`src/rtl/uart_recv_sink.sv`:
```
// 8N1 UART receiver with mid-bit sampling, byte strobe and error flags.
// Optional even-parity bit enabled by defining UART_RX_PARITY_EN.
module uart_recv_sink #(
  parameter int CLK_FREQ = 50000000,
  parameter int BAUD     = 9600
) (
  input  logic       sys_clk,
  input  logic       sys_rst_n,
  input  logic       rx,
  output logic       enable,
  output logic [7:0] dout,
  output logic       frame_err,
  output logic       parity_err,
  output logic       busy
);

  localparam int BAUD_CNT = CLK_FREQ / BAUD;
  localparam logic [15:0] CNT_HALF = 16'(BAUD_CNT / 2 - 1);
  localparam logic [15:0] CNT_LAST = 16'(BAUD_CNT - 1);

  typedef enum logic [2:0] {
    IDLE,
    START,
    DATA,
    PARITY,
    STOP
  } state_t;

  state_t      state_q, state_d;
  logic [15:0] cnt_q, cnt_d;
  logic [2:0]  idx_q, idx_d;
  logic [7:0]  shift_q, shift_d;
  logic [7:0]  dout_q, dout_d;
  logic        en_q, en_d;
  logic        fe_q, fe_d;
  logic        rx_m_q, rx_s_q, rx_p_q;
  logic        fall;

`ifdef UART_RX_PARITY_EN
  logic        pend_q, pend_d;
  logic        pe_q, pe_d;
`endif

  assign fall = rx_p_q & ~rx_s_q;

  // two-flop synchroniser plus one delayed copy for edge detection
  always_ff @(posedge sys_clk or negedge sys_rst_n) begin
    if (!sys_rst_n) begin
      rx_m_q <= 1'b1;
      rx_s_q <= 1'b1;
      rx_p_q <= 1'b1;
    end else begin
      rx_m_q <= rx;
      rx_s_q <= rx_m_q;
      rx_p_q <= rx_s_q;
    end
  end

  // receive state machine: next state, counters and strobes
  always_comb begin
    state_d = state_q;
    cnt_d   = cnt_q;
    idx_d   = idx_q;
    shift_d = shift_q;
    dout_d  = dout_q;
    en_d    = 1'b0;
    fe_d    = 1'b0;
`ifdef UART_RX_PARITY_EN
    pend_d  = pend_q;
    pe_d    = 1'b0;
`endif
    unique case (state_q)
      IDLE: begin
        if (fall) begin
          state_d = START;
          cnt_d   = 16'd0;
`ifdef UART_RX_PARITY_EN
          pend_d  = 1'b0;
`endif
        end
      end
      START: begin
        if (cnt_q == CNT_HALF) begin
          cnt_d = 16'd0;
          idx_d = 3'd0;
          if (!rx_s_q) state_d = DATA;
          else         state_d = IDLE;
        end else begin
          cnt_d = cnt_q + 16'd1;
        end
      end
      DATA: begin
        if (cnt_q == CNT_LAST) begin
          cnt_d          = 16'd0;
          shift_d[idx_q] = rx_s_q;
          idx_d          = idx_q + 3'd1;
          if (idx_q == 3'd7) begin
`ifdef UART_RX_PARITY_EN
            state_d = PARITY;
`else
            state_d = STOP;
`endif
          end
        end else begin
          cnt_d = cnt_q + 16'd1;
        end
      end
`ifdef UART_RX_PARITY_EN
      PARITY: begin
        if (cnt_q == CNT_LAST) begin
          cnt_d   = 16'd0;
          pend_d  = (^shift_q) ^ rx_s_q;
          state_d = STOP;
        end else begin
          cnt_d = cnt_q + 16'd1;
        end
      end
`endif
      STOP: begin
        if (cnt_q == CNT_LAST) begin
          cnt_d   = 16'd0;
          state_d = IDLE;
          if (!rx_s_q) begin
            fe_d = 1'b1;
`ifdef UART_RX_PARITY_EN
          end else if (pend_q) begin
            pe_d = 1'b1;
`endif
          end else begin
            dout_d = shift_q;
            en_d   = 1'b1;
          end
        end else begin
          cnt_d = cnt_q + 16'd1;
        end
      end
      default: begin
        state_d = IDLE;
        cnt_d   = 16'd0;
      end
    endcase
  end

  // state, datapath and strobe registers
  always_ff @(posedge sys_clk or negedge sys_rst_n) begin
    if (!sys_rst_n) begin
      state_q <= IDLE;
      cnt_q   <= 16'd0;
      idx_q   <= 3'd0;
      shift_q <= 8'h00;
      dout_q  <= 8'h00;
      en_q    <= 1'b0;
      fe_q    <= 1'b0;
    end else begin
      state_q <= state_d;
      cnt_q   <= cnt_d;
      idx_q   <= idx_d;
      shift_q <= shift_d;
      dout_q  <= dout_d;
      en_q    <= en_d;
      fe_q    <= fe_d;
    end
  end

`ifdef UART_RX_PARITY_EN
  // pending parity error and its strobe
  always_ff @(posedge sys_clk or negedge sys_rst_n) begin
    if (!sys_rst_n) begin
      pend_q <= 1'b0;
      pe_q   <= 1'b0;
    end else begin
      pend_q <= pend_d;
      pe_q   <= pe_d;
    end
  end

  assign parity_err = pe_q;
`else
  assign parity_err = 1'b0;
`endif

  assign enable    = en_q;
  assign frame_err = fe_q;
  assign dout      = dout_q;
  assign busy      = (state_q != IDLE);

endmodule

```
`config.mk`:
```
export PLATFORM = sky130hd
export DESIGN_NAME = uart_recv_sink
export DESIGN_NICKNAME = d
export VERILOG_FILES = /design/src/rtl/uart_recv_sink.sv
export SDC_FILE = /design/constraint.sdc
export NUM_CORES = 1
export LEC_CHECK = 0
export BUFFER_PORTS_ARGS = -buffer_cell sky130_fd_sc_hd__buf_4
export CAP_MARGIN = 25
export CORE_ASPECT_RATIO = 1.75
export CORE_MARGIN = 2
export CORE_UTILIZATION = 59
export CTS_CLUSTER_DIAMETER = 120
export CTS_CLUSTER_SIZE = 8
export DETAILED_ROUTE_END_ITERATION = 12
export PLACE_DENSITY = 0.87
export SLEW_MARGIN = 20
export SYNTH_ARGS = -nofsm -noshare
export SYNTH_HDL_FRONTEND = slang
export SYNTH_SLANG_ARGS = --single-unit
export TNS_END_PERCENT = 1
```
`constraint.sdc`:
```
create_clock -name sys_clk -period 3 [get_ports sys_clk]
set_input_delay 0.6 -clock sys_clk [delete_from_list [all_inputs] [get_ports sys_clk]]
set_output_delay 0.6 -clock sys_clk [all_outputs]
set_load 0.01 [all_outputs]
```
==> impl_results.md <==
* Status: finished clean
* Layout cells sized above 1 at 22.75%
* CP Class: flop to flop
* Boundary pin count at 15
* Setup Buffers After CTS at 0
* # H-tree levels at 2
* Post-Route Skew at 9.036 ps
* Die area at 4091 sq um
* Min Tclk post-route at 2803 ps
* CP Max Fanout at 9
* Number of max-cap violations at 0
* Routed WL at 4199 um
* Sum of negative setup slack at 0 ps
* RSZ-0062 raised after global routing: no
* DR WL met3 at 116 um
* Vias in the first global route at 1559
* DP HPWL at 2989 um
* Drt pass-1 iters at 4
* Clock tree buffer depth at 2
* Port buffer count at 13
* Setup violators final at 0
* Global Route Usage Sum at 22.36%
* DR vias/cell at 6.020
* Seq/Total Area, Yosys at 51.16%
* Synth Cell Area at 2111 sq um
* Worst-margin pin slew at 660.4 ps
* Overall Power at 1.505 mW
* Share of the cycle needed by the critical path after routing at 93.45%
* Clk pin slew, worst setup/hold paths at 80 ps
* Type of the worst min-delay path: input pin to asynchronous set/reset pin
* First-pass GRT wire length at 7058 um
* Asr flop ratio synth at 100.0%
* Starting Density at 62.11%
* VDD IR max at 477.3 uV
* Avg Inst Size Synth at 10.71 sq um
* #FFs+latches synth at 43
* Highest routed layer: met4
* N_diodes at 0
* Std cell rows at 28
* Crit path arrival time at 2980 ps
* Die width at 49.22 um
* Fmax at 356.7 MHz
* Largest net degree at the start of global routing at 44
* Die Height at 83.13 um
* Via count at 1541
* Synth Net Count at 203
* Req. time, crit path at 3180 ps
* Clock Sinks at 43
* Setup ws final at 196.5 ps
* Warnings from Yosys at 0
* Synth Flop Type: dfrtp_1
* Detail Route Antenna Nets at 0
* TritonCTS buffer count at 5
* Metal2 WL at 2365 um
* Core Region at 3398 sq um
* Slew Limit Headroom at 55.63%
* Synthesized instance count at 197
* Fin. Hold Viols at 0
* Wire per inst at 16.40 um
* Area delta synth->final at 10.91%
* Final net count at 216
* M1 WL at 1555 um
* Clk Latency, worst-skew pair at 290 ps
* Setup crit end kind: flop
* Pleak at 1.086 nW
* Grt ovf at 0
* CTS tree: built
* Commonest non-fill, non-tap cell in the layout: dfrtp_1
* Worst setup SP type: flop
* Post-Place Worst Slack at 181.8 ps
* Unique masters post-synth at 47
* Residual DRC at 0
* Antenna violations before repair at 0
* EDFF count, synth at 0
* Routability Congestion at 1.026
* PwrDens at 643.1 nW/um^2
* CTS root buffer: clkbuf_8
* Commonest non-fill, non-tap cells in the layout: 40 x dfrtp_1, 17 x nor2_1, 16 x mux2_2
* DRT iter0 DRCs at 50
* Pins over their slew limit at 0
[power breakdown]
part / switching (mW) / internal (mW)
registers: 0.0442 / 0.615
logic: 0.251 / 0.137
clock network: 0.188 / 0.269
[cell usage after synthesis, types with 4 or more instances]
| master | count | area (sq um) |
|---|---|---|
| a31oi_1 | 4 | 25.02 |
| xor2_1 | 4 | 35.03 |
| nor3_1 | 10 | 50.05 |
| nand3_1 | 8 | 40.04 |
| a22o_1 | 5 | 43.79 |
| nor2_1 | 17 | 63.81 |
| mux2_2 | 16 | 180.2 |
| dfrtp_1 | 40 | 1001 |
| xnor2_1 | 4 | 35.03 |
| a21o_1 | 4 | 30.03 |
| nand4_1 | 7 | 43.79 |
| clkbuf_1 | 4 | 15.01 |
| nand2_1 | 14 | 52.55 |
| o21ai_0 | 4 | 20.02 |
| inv_1 | 8 | 30.03 |
[final cells by class]
class	instances	area (sq um)
flip-flops and latches	43	1080
fillers	270	1057
multi-input cells	137	944.7
repair buffers	15	112.6
clock buffers	6	82.58
well taps	45	56.30
clock inverters	2	35.03
inverters	8	30.03
[cell families (layout without fill, tap and decap cells)]
group,count (synthesis),count (layout),synth area share [%]
multiplexers,18,18,9.484
AND/OR/NAND/NOR,81,81,21.40
XOR/XNOR,8,8,3.319
adder cells (fa/ha/maj),3,3,1.778
flip-flops,43,43,51.16
buffers and inverters,17,31,4.149
other,1,1,0.1777
AO/OA/AOI/OAI,26,26,8.536
[metal layers]
layer	track usage (%)	vias to the layer above
li1	-	728
met1	23.87	758
met2	40.66	37
met3	3.417	18
met4	11.95	0
met5	0	-
[repair_timing]
| item | CTS | global route |
|---|---|---|
| setup endpoints to repair | 0 | 3 |
| endpoints found under the hold margin | 0 | 0 |
| gates resized for setup | 0 | 1 |
| hold buffers | 0 | 0 |
[worst max-delay path, cell delays in order (launching register included)]
cell and delay [ps]:
dfrtp_1 410, ha_1 280, or4b_4 500, or4_1 570
buf_4 190, nor2_2 360, mux2_2 390
[path summary, 6_finish.rpt]
path | start | to | slack, ps | cells after the start
max in group asynchronous | sys_rst_n | rx_s_q$_DFF_PN1_ | 2340 | 1
min | sys_rst_n | shift_q[6]$_DFFE_PN0P_ | 280 | 1
min in group sys_clk | rx_m_q$_DFF_PN1_ | rx_s_q$_DFF_PN1_ | 360 | 0
max reg2reg | cnt_q[0]$_DFFE_PN0N_ | dout[0]$_DFFE_PN0P_ | 200 | 6
max | cnt_q[0]$_DFFE_PN0N_ | dout[0]$_DFFE_PN0P_ | 200 | 6
min reg2reg | rx_m_q$_DFF_PN1_ | rx_s_q$_DFF_PN1_ | 360 | 0
[state kept, by name, indices dropped and copies added, names as in the netlist, 3 cells and up]
| signal | count |
|---|---|
| cnt_q | 16 |
| dout | 8 |
| shift_q | 8 |
| idx_q | 3 |
| state_q | 3 |
[through the flow]
stage | util, % | hold WS (ps) | std cells | cell area (sq um)
5_1_grt | 68.89 | 331.0 | 256 | 2341
3_5_place_dp | 65.39 | 353.5 | 248 | 2222
6_report | 68.89 | 278.8 | 256 | 2341
2_1_floorplan | - | 304.4 | 197 | 2111
4_1_cts | 68.85 | 298.8 | 256 | 2340
3_3_place_gp | 65.39 | 346.4 | 248 | 2222
Note: power is estimated with default switching activity, not from simulation.
